`src/rtl/quadra_seq_ctrl.sv`:
```
// quadra_seq_ctrl: sequencer for y = (c*x2 + b)*x2 + a over one shared multiplier,
// with valid/ready handshakes on both the operand and the result side.
module quadra_seq_ctrl #(
    parameter int X1_W = 7,
    parameter int X2_W = 16,
    parameter int D_W  = 24
) (
    input  logic                 clk,
    input  logic                 rst_n,
    input  logic                 in_valid,
    output logic                 in_ready,
    input  logic [X1_W+X2_W-1:0] in_x,
    output logic [X1_W-1:0]      lut_x1,
    input  logic [D_W-1:0]       lut_a,
    input  logic [D_W-1:0]       lut_b,
    input  logic [D_W-1:0]       lut_c,
    output logic                 out_valid,
    input  logic                 out_ready,
    output logic [D_W-1:0]       out_y,
    output logic                 busy
);
    typedef enum logic [2:0] {IDLE, LOOKUP, MUL1, ADD1, MUL2, ADD2, HOLD} state_t;
    state_t state, nxt;
    logic [X2_W-1:0] x2_r;
    logic signed [D_W-1:0] a_r, b_r, c_r, p_r, s_r, mul_op;
    logic signed [D_W+X2_W:0] prod;
    logic accept;
    function automatic logic [D_W-1:0] sat(input logic [D_W-1:0] x, input logic [D_W-1:0] y);
        logic [D_W:0] sum;
        sum = {x[D_W-1], x} + {y[D_W-1], y};
        return sum[D_W] == sum[D_W-1] ? sum[D_W-1:0] : {sum[D_W], {(D_W-1){~sum[D_W]}}};
    endfunction
    assign accept = state == IDLE && in_valid && in_ready;
    assign busy   = state != IDLE;
    // single multiplier: x2 is zero-extended so the product is signed*unsigned
    assign mul_op = state == MUL1 ? c_r : s_r;
    assign prod   = mul_op * $signed({1'b0, x2_r});
    always_comb begin
        nxt = state;
        case (state)
            IDLE:    nxt = accept ? LOOKUP : IDLE;
            LOOKUP:  nxt = MUL1;
            MUL1:    nxt = ADD1;
            ADD1:    nxt = MUL2;
            MUL2:    nxt = ADD2;
            ADD2:    nxt = HOLD;
            HOLD:    nxt = out_ready ? IDLE : HOLD;
            default: nxt = IDLE;
        endcase
    end
    always_ff @(posedge clk or negedge rst_n) begin
        if (!rst_n) begin
            state     <= IDLE;
            in_ready  <= 1'b0;
            out_valid <= 1'b0;
            out_y     <= '0;
            lut_x1    <= '0;
            x2_r      <= '0;
            a_r       <= '0;
            b_r       <= '0;
            c_r       <= '0;
            p_r       <= '0;
            s_r       <= '0;
        end else begin
            state     <= nxt;
            in_ready  <= nxt == IDLE;
            out_valid <= nxt == HOLD;
            if (accept) begin
                lut_x1 <= in_x[X1_W+X2_W-1:X2_W];
                x2_r   <= in_x[X2_W-1:0];
            end
            if (state == LOOKUP) begin
                a_r <= lut_a;
                b_r <= lut_b;
                c_r <= lut_c;
            end
            if (state == MUL1 || state == MUL2) p_r <= D_W'(prod >>> X2_W);
            if (state == ADD1) s_r <= sat(p_r, b_r);
            if (state == ADD2) out_y <= sat(p_r, a_r);
        end
    end
endmodule

```
`config.mk`:
```
export PLATFORM = sky130hd
export DESIGN_NAME = quadra_seq_ctrl
export DESIGN_NICKNAME = d
export VERILOG_FILES = /design/src/rtl/quadra_seq_ctrl.sv
export SDC_FILE = /design/constraint.sdc
export NUM_CORES = 1
export LEC_CHECK = 0
export BUFFER_PORTS_ARGS = -buffer_cell sky130_fd_sc_hd__buf_2
export CORE_MARGIN = 5
export CORE_UTILIZATION = 45
export CTS_CLUSTER_SIZE = 8
export DETAILED_ROUTE_END_ITERATION = 16
export GPL_TIMING_DRIVEN = 0
export PLACE_DENSITY_LB_ADDON = 0.25
export SLEW_MARGIN = 20
export SYNTH_ARGS = -nofsm -noshare
export SYNTH_HDL_FRONTEND = slang
export SYNTH_SLANG_ARGS = --single-unit
```
`constraint.sdc`:
```
create_clock -name clk -period 20.2 [get_ports clk]
set_input_delay 1.01 -clock clk [delete_from_list [all_inputs] [get_ports clk]]
set_output_delay 1.01 -clock clk [all_outputs]
set_load 0.02 [all_outputs]
```
=== Yosys cells after proc, flatten, opt, wreduce, memory -nomap -nowiden ===
Index checks and enable logic that the tools add are counted.

* Reduce and logical (&&, ||, !) cells: 6
* Bitwise gates (word level): 2
* Multipliers: 1
* Equality and inequality tests: 9
* Muxes and demuxes: 6
* Add/sub/neg operators: 2

{| class="wikitable"
|+ Operators by type and width
! cell !! number
|-
| $mux W24 || 3
|-
| $add A24 B24 Y25 || 2
|-
| $mul A24 B17 Y40 || 1
|-
| $pmux W3 S7 || 1
|-
| $eq A3 B3 Y1 const B || 4
|-
| $eq A3 B2 Y1 const B || 2
|-
| $logic_not A3 Y1 || 2
|-
| $eq A3 B1 Y1 const B || 1
|-
| $mux W3 || 1
|-
| $reduce_bool A3 Y1 || 1
|-
| $eq A1 B1 Y1 || 2
|-
| $logic_and A1 B1 Y1 || 2
|-
| $not A1 Y1 || 2
|-
| $logic_or A1 B1 Y1 || 1
|-
| $mux W1 || 1
|}

* Word-level logic and storage cells: 37
* Register bits: 172
* Output and inout bits: 34
* Input port bits: 99

=== Longest topological paths before layout ===
Gate-level depths: netlist of run 1.

* Depth in word-level cells: 6
* Depth in mapped cells: 28
* Mapped depth without buffers: 27

=== Worst setup path after synthesis of run 1 ===
No wires, ideal clock.

* Path type: register -> register
* Start point: reg state[2]
* End point: reg p_r[19]
* Path buffers: 3
* Period minus slack after synthesis: 7.382 ns
* Setup slack: 12.818 ns
* Required time: 20.066 ns
* Library setup time: 0.134 ns
* Arrival time: 7.248 ns
* Stages on the path, launching flop included: 28
* Cell sequence: dfrtp_1 > clkbuf_1 > nor2_1 > clkbuf_1 > mux2_2 > clkbuf_1 > and2_1 > fa_1 > inv_1 > fa_1 > fa_1 > inv_1 > fa_1 > fa_1 > inv_1 > fa_1 > inv_1 > ha_1 > a21oi_1 > o21ai_0 > or3_1 > a22o_1 > a221o_1 > a41oi_2 > o21ai_0 > o31ai_1 > xor2_1 > o21ai_0

* Cells in the longest elaborated chain, start to end: 3
* Elaborated cells between the ends (all ways): 5
* Classes of those cells: mul (1); eq/ne (2); mux (1); reduce/logical (1)

{| class="wikitable"
|+ RTL lines
! element !! line !! RTL
|-
| start: declaration || 23 || <nowiki>state_t state, nxt;</nowiki>
|-
| start signal: assignment || 65 || <nowiki>state <= nxt;</nowiki>
|-
| $eq A3 B2 Y1 || 36, 77 ||
|-
| $mux W24 || 36 || <nowiki>assign mul_op = state == MUL1 ? c_r : s_r;</nowiki>
|-
| $mul A24 B17 Y40 || 37 || <nowiki>assign prod = mul_op * $signed({1'b0, x2_r});</nowiki>
|-
| end signal: assignment || 77 || <nowiki>if (state == MUL1 || state == MUL2) p_r <= D_W'(prod >>> X2_W);</nowiki>
|-
| end: declaration || 25 || <nowiki>logic signed [D_W-1:0] a_r, b_r, c_r, p_r, s_r, mul_op;</nowiki>
|}

Parallel ways exist; a longest one is shown, timed or not.
A chain may end at the register's enable or synchronous reset.

=== Final worst setup path of run 1 ===
* Start point: reg state[2]
* End point: reg p_r[23]

Same word-level chain as after synthesis.

==> metrics, run 1 <==
Die H 233 um; port bufs 132; router iterations before antenna repair 5; CP startpoint kind flop; Sink Count 172; post-synthesis xor/xnor area fraction 2.72%; CTS resizes 0; CTS tree done; FF+latch count, synth 172; fraction of final layout cells sized beyond drive strength 1 12.4%; outcome completed; die area 54100 sq um; post-synthesis sequential area ratio 19.3%; HPWL after detailed placement 51200 um; Mapped Cells 2333; Least-Margin Pin Slew 0.881 ns; total nets after synthesis 2948; CTS Buf Count 17; slowest stage delay, CP 0.65 ns; Hold Violations, Final 0; Initial Utilization 45.6%; post-synth top area cell fa_1; 1st-iter DRT viols 1287; post-CTS setup buffers 0; Area Growth Syn to Fin 9.71%; compound-gate portion of the synthesized area 7.02%; clk_lat worst skew 0.47 ns; Post-synth ARST share 100%; r2r worst-path depth 26; Relative slew margins 41.2%; pin count of the biggest net entering global routing 65; Vias 16600; CORE AREA 49000 sq um; Reg clk slew, reported paths 0.08 ns; WL per Instance 19.1 um; Die Wd 233 um; fmax 107 MHz; final max-slew violation count 0; Synth warnings 0; clk buf depth 2; Yosys top cell area share 33.4%; Vias/cell 5.23; mean post-synth cell area 9.56 sq um; Placer Congestion 0.957; final net count 3101; RSZ-0062 raised after global routing no; total global routing track utilization 23.1%; met2 Track Usage GR 36.8%; post-synthesis adder-cell area fraction 42.2%; Root Buffer clkbuf_16; # hold bufs at CTS 0; final WL 60500 um; Critical Path AT 9.67 ns; cell family with most CP delay adder cells; row count 81; Crit Path Class reg2reg; skew final 0.0152 ns; Slowest-stage cell, CP clkbuf_1; Synth Flop Type dfrtp_1; most used routing layer met2; fill count 4596; Tmin final 9.34 ns; Post-synth EDFFs 0; met3 Resource Use GR 4.66%; WP data required 20.53 ns; initial antenna violation count 3; mux cell area share after synthesis 6.01%; cell repeated most along the worst path fa_1; total gr overflow 0; CP max FO 10; Routed Antenna Nets 0; vias in the first global route 17400; post-synth cell types 67; worst path bufs/invs 6; post-synthesis simple-gate area fraction 13.5%; GR Layer Usage met1 32.3%; CP endpoint kind flop; largest family of logic cells by synthesized area adder cells; io pins 133; drt drc 0; H-tree depth 4; first-pass GRT wire length 96500 um; final setup vio count 0; main area contributors after synthesis fa_1, dfrtp_1, ha_1; max-capacitance violation count 0; final cycle utilization of the critical path 46.2%; Mapped Area 22300 sq um; Setup TNS Final 0 ns; Worst path depth 26; worst min-delay path category in2async
-- metrics by stage --
| step | utilization (%) | cell area, sq um | worst slack (ns) | instances | hold slack [ns] |
|---|---|---|---|---|---|
| floorplan | - | 22300 | 12.82 | 2333 | 0.446 |
| global placement | 48.6 | 23800 | 11.08 | 3129 | 0.462 |
| detailed placement | 48.7 | 23900 | 11.02 | 3131 | 0.467 |
| CTS | 50.0 | 24500 | 11.01 | 3163 | 0.451 |
| global route | 50.0 | 24500 | 10.47 | 3166 | 0.471 |
| finish | 50.0 | 24500 | 10.86 | 3167 | 0.453 |
-- final timing paths --
check / startpoint / endpoint / slack [ns]
setup / recovery: state[2] / p_r[23] / 10.86
hold / removal: rst_n / out_y[18] / 0.45
setup reg to reg: state[2] / p_r[23] / 10.86
hold reg to reg: out_y[18] / out_y[18] / 0.48
max in group asynchronous: rst_n / lut_x1[0] / 19.07
min in group clk: out_y[18] / out_y[18] / 0.48
-- cell families after synthesis --
kind of cell             Yosys count
XOR/XNOR                          67
AO/OA/AOI/OAI                    249
adder cells (fa/ha/maj)          533
AND/OR/NAND/NOR                  646
buffers and inverters            547
multiplexers                     119
flip-flops                       172
-- metal layers --
metal | wire (um) | vias to the layer above
met5 | 0 | -
met4 | 1560 | 0
met3 | 4140 | 89
met2 | 28400 | 492
met1 | 26400 | 8490
li1 | - | 7494
-- cell usage after synthesis (all sizes together), types with 3 or more instances --
| cell | count |
|---|---|
| or3 | 6 |
| o31ai | 4 |
| a211oi | 10 |
| xnor2 | 34 |
| ha | 144 |
| o21ai | 90 |
| and2 | 153 |
| o211ai | 4 |
| and3 | 8 |
| a31oi | 8 |
| a21boi | 4 |
| xor2 | 33 |
| nor3 | 12 |
| nor2b | 11 |
| a21o | 32 |
| dfrtp | 172 |
| o311ai | 3 |
| buf | 3 |
| nand2b | 7 |
| o21a | 9 |
| nand4 | 3 |
| o21bai | 7 |
| fa | 372 |
| clkbuf | 86 |
| a21oi | 58 |
| maj3 | 17 |
| mux2 | 119 |
| nand3 | 10 |
| nand2 | 346 |
| inv | 458 |
| a211o | 4 |
| nor2 | 73 |
| or2 | 9 |
-- cells in the final DEF, fill, tap and decap left out, drive strengths merged, types with 7 or more instances in the layout --
| cell type | count |
|---|---|
| nand3 | 10 |
| nor2 | 73 |
| a31oi | 8 |
| and2 | 153 |
| nor3 | 12 |
| dfrtp | 172 |
| nor2b | 11 |
| a21oi | 58 |
| and3 | 8 |
| nand2b | 7 |
| or2 | 9 |
| ha | 144 |
| maj3 | 17 |
| inv | 465 |
| nand2 | 346 |
| a21o | 32 |
| mux2 | 119 |
| xor2 | 33 |
| buf | 137 |
| fa | 372 |
| o21a | 9 |
| o21ai | 90 |
| o21bai | 7 |
| xnor2 | 34 |
| clkbuf | 103 |
| a211oi | 10 |
-- registers in the layout, summed over array words and instances (netlist names) --
name       cells
b_r           24
out_y         24
p_r           24
state          3
out_valid      1
s_r           24
a_r           24
c_r           24
lut_x1         7
in_ready       1
x2_r          16
-- final cells by class --
| cell class | instances | area [sq um] | area share, % |
|---|---|---|---|
| multi-input combinational | 1614 | 15900 | 65.1 |
| tap | 664 | 831 | 3.40 |
| antenna | 4 | 10.0 | 0.0409 |
| sequential | 172 | 4300 | 17.6 |
| clock buffer | 17 | 425 | 1.74 |
| buffer | 89 | 345 | 1.41 |
| inverter | 458 | 1720 | 7.03 |
| clock inverter | 15 | 173 | 0.706 |
| timing repair buffer | 134 | 726 | 2.97 |
Power of run 1 is left out: the tool's default activity adds up to more than one toggle a clock period on the data nets, which glitch-free logic cannot reach.
==> run 2, diff against run 1 <==
--- a/config.mk
+++ b/config.mk
@@ -5,6 +5,7 @@
 export SDC_FILE = /design/constraint.sdc
 export NUM_CORES = 1
 export LEC_CHECK = 0
+export ABC_AREA = 1
 export BUFFER_PORTS_ARGS = -buffer_cell sky130_fd_sc_hd__buf_2
 export CORE_MARGIN = 5
 export CORE_UTILIZATION = 45
==> constraint.sdc (replaced) <==
create_clock -name clk -period 7.8 [get_ports clk]
set_input_delay 0.39 -clock clk [delete_from_list [all_inputs] [get_ports clk]]
set_output_delay 0.39 -clock clk [all_outputs]
set_load 0.02 [all_outputs]
==> run 2 against run 1 <==
Against the previous run:
- flip-flop and latch count did not move
- wire length up 23%
- highest routed layer unchanged
- clock skew is 0.0044 ns higher
- area after synthesis rose by 8.3%
- worst setup slack got worse by 10 ns
- global-route usage up 2.7 points
- critical path type unchanged
- non-clock buffer count decreased by 12
==> metrics, run 2 <==
Root Buffer clkbuf_16; Crit Path Class reg2reg; ANT cells 0; router iterations before antenna repair 6; main area contributors after synthesis fa_1, dfrtp_1, nand2_1; cell repeated most along the worst path fa_1; Multi-input gate area 17000 sq um; CTS Buf Count 17; clk_lat worst skew 0.49 ns; Die H 242 um; total global routing track utilization 25.8%; die area 58400 sq um; post-place setup slack 0.132 ns; max-capacitance violation count 0; clk buf depth 2; post-CTS setup buffers 0; Synth Flop Type dfrtp_1; CP endpoint kind flop; post-synth cell types 46; most frequent cells in the layout nand2_1, inv_1, fa_1, nor2_1, dfrtp_1; Setup TNS Final 0 ns; Mapped Cells 3018; initial antenna violation count 1; H-tree depth 4; Slowest-stage cell, CP fa_1; final cycle utilization of the critical path 95.3%; WHS 0.134 ns; fmax 135 MHz; Sink Count 172; post-synthesis sequential area ratio 17.8%; Mapped Area 24200 sq um; Initial Utilization 45.2%; post-synth top area cell fa_1; Routed Antenna Nets 0; Relative slew margins 27.2%; row count 85; vias in the first global route 20500; final setup vio count 0; Tmin final 7.43 ns; HPWL after detailed placement 63700 um; skew final 0.0196 ns; port bufs 132; most frequent cell after synthesis nand2_1; RSZ-0062 raised after global routing no; Die Wd 242 um; worst path bufs/invs 7; Post-synth EDFFs 0; Post-synth ARST share 100%; first-pass GRT wire length 117000 um; total gr overflow 0; cell family with most CP delay adder cells; worst min-delay path category in2reg; final net count 3787; total nets after synthesis 3633; final max-slew violation count 0; Reg clk slew, reported paths 0.07 ns; outcome completed; final WL 74600 um; slowest stage delay, CP 0.64 ns; Critical Path AT 7.81 ns; Hold Violations, Final 0; WL per Instance 19.2 um; Area Growth Syn to Fin 9.30%; 1st-iter DRT viols 1808; fill count 5371; Vias 20300; Sequential cell area 4300 sq um; most common cell after layout, fill and taps aside nand2_1; Placer Congestion 1.03; Least-Margin Pin Slew 1.08 ns; CP startpoint kind flop; Yosys top cell area share 30.8%; Vias/cell 5.23; drt drc 0; CP max FO 10; CORE AREA 53500 sq um; pin count of the biggest net entering global routing 75; FF+latch count, synth 172; Final WS setup 0.367 ns; fraction of final layout cells sized beyond drive strength 1 11.7%; WP data required 8.17 ns; Synth warnings 0; mean post-synth cell area 8.01 sq um; io pins 133; most frequent cells after synthesis nand2_1, inv_1, fa_1; CTS tree done
run 2: cell count changes in the layout (fill, tap and decap cells not counted), moves of 42 or more:
cell	before	now
nand3_1	10	89
and2_1	153	2
inv_1	458	650
nor2_1	71	282
clkbuf_1	86	41
nand2_1	344	721
mux2_2	119	77
run 2: area by class of cell:
| class | count | share of cell area [%] |
|---|---|---|
| Sequential cell | 172 | 16.3 |
| Clock buffer | 18 | 1.66 |
| Multi-Input combinational cell | 2102 | 64.4 |
| Clock inverter | 14 | 0.573 |
| Buffer | 76 | 1.39 |
| Inverter | 668 | 9.57 |
| Tap cell | 696 | 3.30 |
| Timing Repair Buffer | 135 | 2.79 |
run 2: path summary, 6_finish.rpt:
path / startpoint / endpoint / slack (ns) / depth (start not counted)
max reg2reg: state[2] / p_r[22] / 0.37 / 26
min: lut_a[17] / a_r[17] / 0.13 / 2
min in group asynchronous: rst_n / out_y[23] / 0.40 / 2
max in group asynchronous: rst_n / s_r[7] / 6.39 / 4
max: state[2] / p_r[22] / 0.37 / 26
min reg2reg: out_y[17] / out_y[17] / 0.48 / 2
run 2: logic make-up (layout without fill, tap and decap cells):
| family | after synthesis | count (layout) | share of synthesized area (%) |
|---|---|---|---|
| AOI/OAI and AO/OA | 255 | 255 | 6.14 |
| xor gates and xnor gates | 42 | 42 | 1.52 |
| adders and majority gates | 516 | 516 | 38.3 |
| buffers and inverters | 744 | 911 | 11.9 |
| DFF | 172 | 172 | 17.8 |
| muxes | 77 | 77 | 3.59 |
| and+or+nand+nor | 1212 | 1212 | 20.7 |
run 2: routing by layer:
metal / vias to the layer above / GRT usage, % / part of all wire [%]
met4: 0 / 8.11 / 3.5
met2: 807 / 39.6 / 44
met3: 118 / 6.68 / 9.5
met5: - / 0 / 0
li1: 9390 / - / -
met1: 9977 / 36.4 / 43
run 2: through the flow:
stage                     cells  instance area (sq um)  util, %
after floorplan            3018                  24200        -
after global placement     3846                  25700     48.0
after detailed placement   3848                  25800     48.1
after CTS                  3881                  26400     49.3
after global routing       3881                  26400     49.4
final                      3881                  26400     49.4
run 2: repair_timing:
action	4_1_cts	5_1_grt
hold endpoints to repair	43	0
gates resized for setup	0	10
endpoints found under the setup margin	0	7
hold buffers	1	0
run 2: worst register-to-register path, stage by stage (launching register included):
cell     delay [ns]
dfrtp_1        0.40
inv_1          0.18
nand2_1        0.18
buf_2          0.24
o21ai_2        0.29
buf_2          0.36
nor2_1         0.11
inv_1          0.15
fa_1           0.57
fa_1           0.64
inv_1          0.33
fa_1           0.51
fa_1           0.51
fa_1           0.49
inv_1          0.05
fa_1           0.47
inv_1          0.04
ha_1           0.45
nand2_1        0.18
nor2_1         0.32
nand2_1        0.17
nor2_1         0.16
nand3_1        0.19
nand3_1        0.14
nand2_1        0.05
nand3_1        0.09
nand2_1        0.06
Power of run 2 is left out for the same reason.
